### config.mk
export PLATFORM = sky130hd
export DESIGN_NAME = regfile_write_arbiter
export DESIGN_NICKNAME = d
export VERILOG_FILES = /design/src/rtl/regfile_write_arbiter.sv
export SDC_FILE = /design/constraint.sdc
export NUM_CORES = 1
export LEC_CHECK = 0
export BUFFER_PORTS_ARGS = -buffer_cell sky130_fd_sc_hd__clkbuf_2
export CAP_MARGIN = 25
export CORE_ASPECT_RATIO = 1.2
export CORE_MARGIN = 2
export CORE_UTILIZATION = 48
export CTS_BUF_LIST = sky130_fd_sc_hd__clkbuf_8
export DETAILED_ROUTE_END_ITERATION = 6
export PLACE_DENSITY = 0.87
export SKIP_LAST_GASP = 1
export SLEW_MARGIN = 20
export SYNTH_ARGS = -nofsm -noshare
export SYNTH_HDL_FRONTEND = slang
export SYNTH_SLANG_ARGS = --single-unit
### constraint.sdc
create_clock -name clk -period 4.4 [get_ports clk]
set_input_delay 0.88 -clock clk [delete_from_list [all_inputs] [get_ports clk]]
set_output_delay 0.88 -clock clk [all_outputs]
set_load 0.05 [all_outputs]
### src/rtl/regfile_write_arbiter.sv
// Register-file write-port arbiter: round-robin over NUM_REQ writeback
// sources, one registered write per cycle, r0 writes dropped, and a
// per-requester wait counter that flags starvation.

// Per-requester wait tracking: counts cycles spent pending without a grant.
module regfile_wait_lane #(
   parameter int WCW      = 4,
   parameter int MAX_WAIT = 15
) (
   input  logic clk,
   input  logic clrn,
   input  logic ena,
   input  logic req,
   input  logic gnt,
   output logic starve
);
   localparam logic [WCW-1:0] MW = WCW'(MAX_WAIT);

   logic [WCW-1:0] cnt, cnt_nxt;

   // Clear on grant or idle, otherwise count up and saturate at all-ones.
   always_comb begin
      cnt_nxt = cnt;
      if (!req || gnt)     cnt_nxt = '0;
      else if (cnt != '1)  cnt_nxt = cnt + WCW'(1);
   end

   // Counter and starve flag move together, so starve always matches the counter; frozen when ena=0.
   always_ff @(posedge clk or negedge clrn) begin
      if (!clrn) begin
         cnt    <= '0;
         starve <= 1'b0;
      end else if (ena) begin
         cnt    <= cnt_nxt;
         starve <= (cnt_nxt >= MW);
      end
   end
endmodule

module regfile_write_arbiter #(
   parameter int NUM_REQ  = 3,
   parameter int AW       = 5,
   parameter int DW       = 32,
   parameter int MAX_WAIT = 15,
   parameter int WCW      = 4
) (
   input  logic                  clk,
   input  logic                  clrn,
   input  logic                  ena,
   input  logic [NUM_REQ-1:0]    req,
   input  logic [NUM_REQ*AW-1:0] req_addr,
   input  logic [NUM_REQ*DW-1:0] req_data,
   output logic [NUM_REQ-1:0]    gnt,
   output logic                  wr_en,
   output logic [AW-1:0]         wr_addr,
   output logic [DW-1:0]         wr_data,
   output logic                  zero_drop,
   output logic [NUM_REQ-1:0]    starve
);
   localparam int           PW = $clog2(NUM_REQ);
   localparam logic [PW:0]  NR = (PW+1)'(NUM_REQ);

   logic [NUM_REQ-1:0][AW-1:0] addr_a;
   logic [NUM_REQ-1:0][DW-1:0] data_a;
   logic [PW-1:0]              rr_ptr;
   logic [NUM_REQ-1:0]         elig;
   logic [2*NUM_REQ-1:0]       rot;
   logic                       win_vld;
   logic [PW-1:0]              win_off, win_idx, ptr_nxt;
   logic [PW:0]                win_sum;

   assign addr_a = req_addr;
   assign data_a = req_data;

   // A requester granted this cycle still shows its old req; exclude it so it is not served twice.
   assign elig = req & ~gnt;
   assign rot  = {elig, elig} >> rr_ptr;

   // First eligible requester at or after rr_ptr (offset into the rotated vector, then wrap back).
   always_comb begin
      win_vld = 1'b0;
      win_off = '0;
      for (int k = NUM_REQ-1; k >= 0; k--) begin
         if (rot[k]) begin
            win_vld = 1'b1;
            win_off = PW'(k);
         end
      end
      win_sum = {1'b0, rr_ptr} + {1'b0, win_off};
      if (win_sum >= NR) win_sum = win_sum - NR;
      win_idx = win_sum[PW-1:0];
      ptr_nxt = (win_idx == PW'(NUM_REQ-1)) ? '0 : win_idx + PW'(1);
   end

   // Registered grant and write port; address/data hold when nothing wins.
   always_ff @(posedge clk or negedge clrn) begin
      if (!clrn) begin
         gnt       <= '0;
         wr_en     <= 1'b0;
         wr_addr   <= '0;
         wr_data   <= '0;
         zero_drop <= 1'b0;
         rr_ptr    <= '0;
      end else if (ena && win_vld) begin
         gnt       <= NUM_REQ'(1) << win_idx;
         wr_addr   <= addr_a[win_idx];
         wr_data   <= data_a[win_idx];
         wr_en     <= |addr_a[win_idx];
         zero_drop <= ~|addr_a[win_idx];
         rr_ptr    <= ptr_nxt;
      end else begin
         gnt       <= '0;
         wr_en     <= 1'b0;
         zero_drop <= 1'b0;
      end
   end

   for (genvar g = 0; g < NUM_REQ; g++) begin : g_lane
      regfile_wait_lane #(.WCW(WCW), .MAX_WAIT(MAX_WAIT)) u_lane (
         .clk    (clk),
         .clrn   (clrn),
         .ena    (ena),
         .req    (req[g]),
         .gnt    (gnt[g]),
         .starve (starve[g])
      );
   end
endmodule

* Word level (Yosys, flattened, before mapping)
Cells that the tools add are included.
Word-level totals: output and inout port bits 45, memory bits (writable) 0, memories kept 0, register bits 59, memory bits (read-only) 0, bits in latches 0, word-level logic and storage cells 61
Cells by class: bitwise operators 2, multiply operators 0, $add $sub $neg 6, shifts and indexed selects 2, multiplexer cells 21, eq/ne operators 4, $lt $le $gt $ge 5, reduce and logical (&&, ||, !) cells 9, div/mod/pow operators 0
Operators by type and width (number):
- 32-bit binary-select mux with 2-bit select | 1
- 32-bit 2-to-1 mux | 1
- 4-bit 2-to-1 mux | 6
- 4-bit by 1-bit adder with 4-bit output (second input constant) | 3
- 4-bit greater-or-equal comparator (second input constant) | 3
- 4-bit inequality test (second input constant) | 3
- 5-bit binary-select mux with 2-bit select | 1
- 2-bit 2-to-1 mux | 5
- 6-bit by 2-bit >> shifter with 3-bit output | 1
- 1-bit 2-to-1 mux | 5
- 5-bit 2-to-1 mux | 1
- 5-bit OR reduction | 1
- 1-bit logical NOT | 4
- 2-bit by 2-bit adder with 3-bit output | 1
- 3-bit AND | 1
- 3-bit by 2-bit greater-or-equal comparator with 1-bit output (second input constant) | 1
- 1-bit logical OR | 3
- 2-bit by 3-bit < comparator with 1-bit output (second input constant) | 1
- 3-bit 2-to-1 mux | 1
- 3-bit NOT | 1
- 1-bit by 2-bit << shifter with 3-bit output (first input constant) | 1
- 2-bit by 1-bit adder with 2-bit output (second input constant) | 1
- 2-bit == test (second input constant) | 1
- 2-bit subtractor (second input constant) | 1
- 1-bit logical AND | 1

* Depth between registers and ports, before layout
Gate-level depths: netlist (run 1).
depth in word-level cells 14, mapped depth 15, depth with buffers taken out 14

* Modules after synthesis
From an unflattened synthesis (run 1), not the netlist that was laid out.
Unflattened totals: cells, all modules 351, area, all modules 3573.4 um2
Modules (own cells, without submodules):
- regfile_write_arbiter | cells an instance 237, times used 1, seq. area each 1101.1 um2, area each 2597.5 um2
- regfile_wait_lane | cells an instance 38, times used 3, seq. area each 125.1 um2, area each 325.3 um2

* Worst setup path before layout (run 1)
No wires, ideal clock.
path type input to register, start point input port req[2], end point register wr_data[14], library setup time 0.134 ns, slack 0.574 ns, path buffers 1, data required time 4.266 ns, stages 14, data arrival time 3.692 ns, path through nor2b_1 > and3_1 > o21ai_0 > o311ai_0 > o21ai_0 > fa_1 > inv_1 > ha_1 > nand3b_2 > o21ai_2 > buf_4 > mux2_2 > a22oi_1 > o21ai_0
On the way: cells in the longest elaborated chain, start to end 10
Ends and longest elaborated chain:
- start: declaration | RTL line 50 | input logic [NUM_REQ-1:0] req,
- 3-bit AND * | RTL line 76 | assign elig = req & ~gnt;
- 6-bit by 2-bit >> shifter with 3-bit output * | RTL line 77 | assign rot = {elig, elig} >> rr_ptr;
- 2-bit 2-to-1 mux (3 in series) | RTL line 84 | if (rot[k]) begin
- 2-bit by 2-bit adder with 3-bit output | RTL line 89 | win_sum = {1'b0, rr_ptr} + {1'b0, win_off};
- 3-bit by 2-bit greater-or-equal comparator with 1-bit output / 2-bit subtractor (equally long branches) | RTL line 90 | if (win_sum >= NR) win_sum = win_sum - NR;
- 2-bit 2-to-1 mux | RTL line 90
- 32-bit binary-select mux with 2-bit select | RTL line 107 | wr_data <= data_a[win_idx];
- 32-bit 2-to-1 mux (not written as such) | RTL line 107
- end signal: assignment | RTL line 107
- end: declaration | RTL line 56 | output logic [DW-1:0] wr_data,
Every way passes the cells marked *; elsewhere a longest branch is shown, timed or not. The select of a mux whose other input is x is not followed. A chain may end at the register's enable or synchronous reset.

* Final worst setup path (run 1)
start point input port req[2], end point register wr_data[3]
Same word-level chain as after synthesis.

==> results of run 1 <==
==> Yosys cell counts (all sizes together) <==
master  instances
nand2b          7
nor2b           5
a31oi           2
dfrtp          59
nor3            5
fa              1
o311ai          1
o21ai          54
a21oi          15
and3            2
nand3b          1
a22oi          32
o32ai           3
o21a            1
a21o            4
clkbuf         12
buf            16
nand2          50
xor2            3
nor2           18
o31ai           1
nand4b          4
o32a            1
nand3           6
mux2i           4
and4            1
and2            1
ha              5
a41oi           3
mux2           35
nor3b           3
o211a           1
inv             9
nand4           3
and4b           1
a222oi          1
==> per-layer routing <==
layer	part of all wire (%)	wire length [um]	up-vias
met5	0	0	-
met4	1.9	183	0
met3	7.0	678	15
met2	51	4920	139
met1	40	3840	1580
li1	-	-	1639
==> flip-flops by register name, summed over array words and instances (netlist names) <==
name                  cells
wr_data                  32
g_lane.u_lane.cnt        12
wr_addr                   5
g_lane.u_lane.starve      3
gnt                       3
rr_ptr                    2
wr_en                     1
zero_drop                 1
==> cell usage in the layout (no fill, tap or decap), types with 6 or more instances in the layout <==
master / netlist / final
a21oi_1: 15 / 15
a22oi_1: 32 / 32
buf_4: 9 / 6
clkbuf_2: 0 / 161
clkbuf_8: 0 / 10
dfrtp_1: 59 / 59
inv_1: 9 / 11
mux2_2: 35 / 35
nand2_1: 50 / 50
nand2b_1: 7 / 7
nand3_1: 6 / 6
nor2_1: 18 / 18
o21ai_0: 48 / 48
==> final cells by class <==
| type | count | area [um2] |
|---|---|---|
| Tap cell | 87 | 109 |
| Multi-Input combinational cell | 274 | 1830 |
| Clock buffer | 10 | 138 |
| Sequential cell | 59 | 1480 |
| Timing Repair Buffer | 168 | 871 |
| Clock inverter | 6 | 105 |
| Inverter | 9 | 33.8 |
| Fill cell | 547 | 2340 |
==> cell families after synthesis <==
family	count (synthesis)	share of synthesized area, %
AND/OR/NAND/NOR	107	14.8
adder cells (fa/ha/maj)	6	2.39
AO/OA/AOI/OAI	119	21.6
buffers and inverters	37	5.21
flip-flops	59	42.7
XOR/XNOR	3	0.760
multiplexers	39	12.5
==> critical path, cell delays in order <==
cell      delay (ns)
clkbuf_2        0.08
nor2b_1         0.39
and3_1          0.25
o21ai_0         0.09
o311ai_0        0.10
o21ai_0         0.21
fa_1            0.61
inv_1           0.06
ha_1            0.22
nand3b_2        0.34
o21ai_4         0.17
buf_12          0.24
mux2_2          0.36
a22oi_1         0.16
o21ai_0         0.10
==> power by group through the flow <==
stage	combinational (mW)	sequential (mW)	clock, mW
after CTS	3.19	0.903	0.611
after floorplan	1.92	1.46	0
after detailed placement	3.18	0.909	0
after global routing	3.48	0.929	0.639
after global placement	3.11	0.898	0
final	3.19	0.904	0.604
==> stage by stage <==
| step | cells | setup slack [ns] | power, mW | util [%] |
|---|---|---|---|---|
| floorplan | 370 | 0.574 | 3.38 | - |
| global placement | 597 | 0.221 | 4.00 | 62.6 |
| detailed placement | 597 | 0.0820 | 4.09 | 62.6 |
| CTS | 613 | 0.368 | 4.71 | 66.1 |
| global route | 613 | 0.0881 | 5.05 | 66.1 |
| finish | 613 | 0.316 | 4.69 | 66.1 |
==> worst min path at each step <==
stage	cells after the start	end	start	slack [ns]
6_report	2	wr_data[11]	wr_data[11]	0.48
5_1_grt	1	wr_addr[1]	wr_addr[1]	0.49
4_1_cts	1	wr_addr[1]	wr_addr[1]	0.49
3_5_place_dp	1	wr_addr[1]	wr_addr[1]	0.47
3_3_place_gp	2	wr_data[26]	wr_data[26]	0.46
2_1_floorplan	2	g_lane[0].u_lane.starve	g_lane[0].u_lane.starve	0.50
==> flow_summary.json, run 1 <==
{
  "drive_above_1_share_pct": 42.4,
  "grt_use_met1_pct": 31.9,
  "post_cts_buffers": 0,
  "row_count": 33,
  "leakagePower_nw": 2.34,
  "maxSlewViolCount": 0,
  "grt_pass1_wl_um": 15800,
  "die_x_um": 81.5,
  "grt_max_degree": 49,
  "drt-total-wl_um": 9620,
  "clkPwrFrac_pct": 12.9,
  "grtUsageMet2_pct": 43.5,
  "max_freq_ghz": 0.245,
  "track_usage_pct": 25.8,
  "cts_tree": "done",
  "synthCells": 370,
  "overflow": 0,
  "p_comb_share_pct": 67.9,
  "worstPathMaxFanout": 30,
  "avgSynthCellArea_um2": 9.35,
  "dpl.hpwl_um": 7290,
  "design_area_um2": 4560,
  "antenna_found_initial": 0,
  "ant_nets": 0,
  "arrival_ns": 4.28,
  "place_congestion": 0.810,
  "io_buffers": 161,
  "rsz0062_at_grt": "false",
  "synth_area_leader_cell": "dfrtp_1",
  "finalCritPeriodShare_pct": 92.8,
  "ys_seq_elements": 59,
  "placedInstanceArea_um2": 4320,
  "busiest_layer": "met2",
  "wire_per_inst_um": 15.7,
  "worstRegToRegCells": 14,
  "cts.sinks": 59,
  "whs_ns": 0.484,
  "cts_resized": 0,
  "dieArea_um2": 7910,
  "regToRegEndpoint": "wr_data[3]",
  "cap_violations": 0,
  "path_clk_slew_ns": 0.06,
  "netlist_top_cells_area": "dfrtp_1 43%, mux2_2 11%, o21ai_0 6.9%, a22oi_1 6.9%, nand2_1 5.4%",
  "ir_drop_mv": 0.606,
  "p_sw_share_pct": 49.4,
  "met3_usage_pct": 5.88,
  "crit_end": "wr_data[3]",
  "endpoint_kind": "flop",
  "tightest_slew_ns": 0.740,
  "status": "completed",
  "r2r-start": "gnt[2]",
  "cts_hold_buf": 0,
  "drt_iter0_markers": 209,
  "setup_violations": 0,
  "cts_buffer_depth": 2,
  "ys_types": 41,
  "synth_nets": 493,
  "netlist_area_um2": 3460,
  "drtPass1Iterations": 5,
  "cp-start-kind": "primary input",
  "slew_headroom_pct": 50.5,
  "r2r_setup_slack_ns": 0.55,
  "grt_pass1_vias": 3361,
  "internal_power_mw": 2.37,
  "criticalPathCategory": "primary input to flop",
  "min_path_type": "flop to flop",
  "finalCriticalPeriod_ns": 4.08,
  "drc": 0,
  "seq_area_frac_synth_pct": 42.7,
  "cp.required_ns": 4.60,
  "start_util_pct": 50.2,
  "core_um2": 6900,
  "crit_start": "req[2]",
  "power_density_nw_per_um2": 1030,
  "numCtsBuffers": 9,
  "yosysWarningCount": 0,
  "seqPwrFrac_pct": 19.3,
  "fin_worst_skew_ns": 0.0117,
  "via_per_inst": 5.50,
  "fin_nets": 644,
  "htree_levels": 3,
  "io_pins": 162,
  "synth_top_area_share_pct": 42.7,
  "hold_violations": 0,
  "finalSetupTns_ns": 0,
  "clockRootBuffer": "clkbuf_8",
  "area_growth_pct": 31.8,
  "die_h_um": 97,
  "p_switching_mw": 2.32,
  "clkLatencyLatePin_ns": 0.34,
  "num_vias": 3373,
  "diodes": 0
}
Note: power is estimated with default switching activity, not from simulation.
==> run 2: changes to the inputs <==
- ABC_AREA: not set -> 1
- CORE_UTILIZATION: 48 -> 49
- CTS_CLUSTER_SIZE: not set -> 24
==> run 2 against run 1 <==
- core utilization shrank 2.4 points
- global-route usage fell by 0.059 points
- hold slack lost 0.0022 ns
- critical path depth rose by 7
- die area up 4.8%
- via count grew 16%
- largest cell class unchanged
- flip-flop and latch count stayed put
- synthesized area grew 7.2%
- clock-buffer cell count unchanged
- maximum frequency is 5.4% higher
- wire length rose by 7.0%
==> flow_summary.json, run 2 <==
{
  "synth_xor_area_share_pct": 0.709,
  "ys_types": 33,
  "io_pins": 162,
  "numCtsBuffers": 9,
  "fin_nets": 809,
  "synth.cells.most_frequent": "229 x nand2_1, 67 x o21ai_0, 64 x inv_1",
  "finalCriticalPeriod_ns": 3.88,
  "cts.sinks": 59,
  "top_regs": "wr_data (32), g_lane.u_lane.cnt (12), wr_addr (5)",
  "dpl.hpwl_um": 8040,
  "synthArstFlopShare_pct": 100,
  "avgSynthCellArea_um2": 6.89,
  "track_usage_pct": 25.8,
  "final_cell_mix": "229 x nand2_1, 161 x clkbuf_2, 67 x o21ai_0, 66 x inv_1, 59 x dfrtp_1",
  "drive_above_1_share_pct": 28.4,
  "clkLatencyLatePin_ns": 0.33,
  "grt_pass1_wl_um": 17200,
  "endpoint_kind": "flop",
  "worstPathMaxFanout": 22,
  "hold_violations": 0,
  "wire_per_inst_um": 13.2,
  "netlist_top_cells_area": "dfrtp_1 40%, nand2_1 23%, o21ai_0 9.0%, inv_1 6.5%, buf_4 2.6%",
  "grt_max_degree": 44,
  "ant_nets": 0,
  "whs_ns": 0.481,
  "ys_seq_elements": 59,
  "drt_iter0_markers": 152,
  "cap_violations": 0,
  "synth_top_area_share_pct": 39.8,
  "drc": 0,
  "criticalPathCategory": "primary input to flop",
  "synth_top_family_by_area": "simple AND/OR/NAND/NOR gates",
  "drt-total-wl_um": 10300,
  "fin_worst_skew_ns": 0.00649,
  "synth_edf_count": 0,
  "io_buffers": 161,
  "clockRootBuffer": "clkbuf_8",
  "area_growth_pct": 24.9,
  "overflow": 0,
  "synthAdderAreaFrac_pct": 2.23,
  "synth_compound_area_share_pct": 14.2,
  "cts_resized": 0,
  "slew_headroom_pct": 57.2,
  "status": "completed",
  "max_freq_ghz": 0.258,
  "netlist_area_um2": 3710,
  "dieArea_um2": 8280,
  "cp-start-kind": "primary input",
  "place_congestion": 0.889,
  "cts_hold_buf": 0,
  "setup_violations": 0,
  "htree_levels": 3,
  "path_clk_slew_ns": 0.06,
  "largest_reg_flops": 32,
  "seq_area_frac_synth_pct": 39.8,
  "start_util_pct": 51.0,
  "r2r_setup_slack_ns": 0.76,
  "antenna_found_initial": 0,
  "tightest_slew_ns": 0.642,
  "drtPass1Iterations": 5,
  "die_x_um": 83.4,
  "synthCells": 538,
  "muxShareOfSynthArea_pct": 0.270,
  "arrival_ns": 4.14,
  "synth_nets": 661,
  "final_common_cell": "nand2_1",
  "cts_buffer_depth": 2,
  "synth_area_leader_cell": "dfrtp_1",
  "finalCritPeriodShare_pct": 88.1,
  "diodes": 0,
  "synthMostInstantiatedCell": "nand2_1",
  "num_vias": 3906,
  "finalSetupTns_ns": 0,
  "fillCellCount": 666,
  "via_per_inst": 5.01,
  "yosysWarningCount": 0,
  "die_h_um": 99.3,
  "row_count": 34,
  "synthSimpleGateAreaFrac_pct": 30.1,
  "cp.required_ns": 4.67,
  "min_path_type": "flop to flop",
  "cts_tree": "done",
  "grt_pass1_vias": 3740,
  "maxSlewViolCount": 0,
  "synth_ff_type": "dfrtp_1",
  "post_cts_buffers": 0,
  "rsz0062_at_grt": "false",
  "core_um2": 7270,
  "regMostFlops": "wr_data"
}
run 2: cell types whose count changed after synthesis, sizes merged, moves of 7 or more:
cell	previous run	this run
nand2b	7	0
nand2	50	233
a22oi	32	0
o21ai	54	86
inv	9	69
nand3	6	16
a21oi	15	5
mux2	35	0
run 2: metal layers:
layer  wire length [um]  vias up  global-route usage, %
met5                  0        -                      0
met4                419        0                   13.0
met3                761       31                   5.81
met2               5160      158                   44.6
met1               3950     1753                   30.2
li1                   -     1964                      -
run 2: logic make-up (layout without fill, tap and decap cells):
logic type	count (synthesis)	after routing
AND/OR/NAND/NOR	271	271
AO/OA/AOI/OAI	100	100
buffers and inverters	98	250
flip-flops	59	59
adder cells (fa/ha/maj)	6	6
XOR/XNOR	3	3
multiplexers	1	1
run 2: worst paths after layout:
| kind | from | to | cells after the start |
|---|---|---|---|
| max | req[1] | wr_data[2] | 22 |
| min | wr_data[27] | wr_data[27] | 2 |
| max reg2reg | gnt[1] | wr_data[2] | 20 |
| min reg2reg | wr_data[27] | wr_data[27] | 2 |
| max in group asynchronous | clrn | wr_data[16] | 2 |
| min in group asynchronous | clrn | g_lane[2].u_lane.cnt[0] | 1 |
run 2: final cells by class:
class	count	area, um2	share of cell area [%]
Timing Repair Buffer	166	856	18.5
Sequential cell	59	1480	31.9
Inverter	69	262	5.64
Tap cell	90	113	2.43
Multi-Input combinational cell	381	1770	38.1
Clock buffer	10	138	2.97
Clock inverter	5	22.5	0.486
run 2: through the flow:
stage | area [um2] | setup WS, ns | utilization [%] | std cells
CTS | 4630 | 0.538 | 63.7 | 780
floorplan | 3710 | 0.991 | - | 538
global route | 4630 | 0.120 | 63.7 | 780
global placement | 4470 | 0.486 | 61.5 | 765
finish | 4630 | 0.523 | 63.7 | 780
detailed placement | 4470 | 0.274 | 61.5 | 765
run 2: worst max-delay path, stage by stage:
cell and delay, ns:
clkbuf_2 0.07, inv_1 0.04, nor2_2 0.19, nand2_1 0.08, o21ai_0 0.13, o21ai_1 0.17
nor2_1 0.16, ha_1 0.16, inv_1 0.05, fa_1 0.55, inv_1 0.06, ha_1 0.23
inv_2 0.10, nand3_2 0.12, nand2_1 0.10, nand2_2 0.15, nor2_8 0.30, buf_4 0.25
nand2_1 0.06, o21ai_0 0.09, nand2_1 0.09, nand2_1 0.08
Power of run 2 is not shown: default switching activity piles up to over one toggle a cycle in this logic, so the estimate is an artifact.
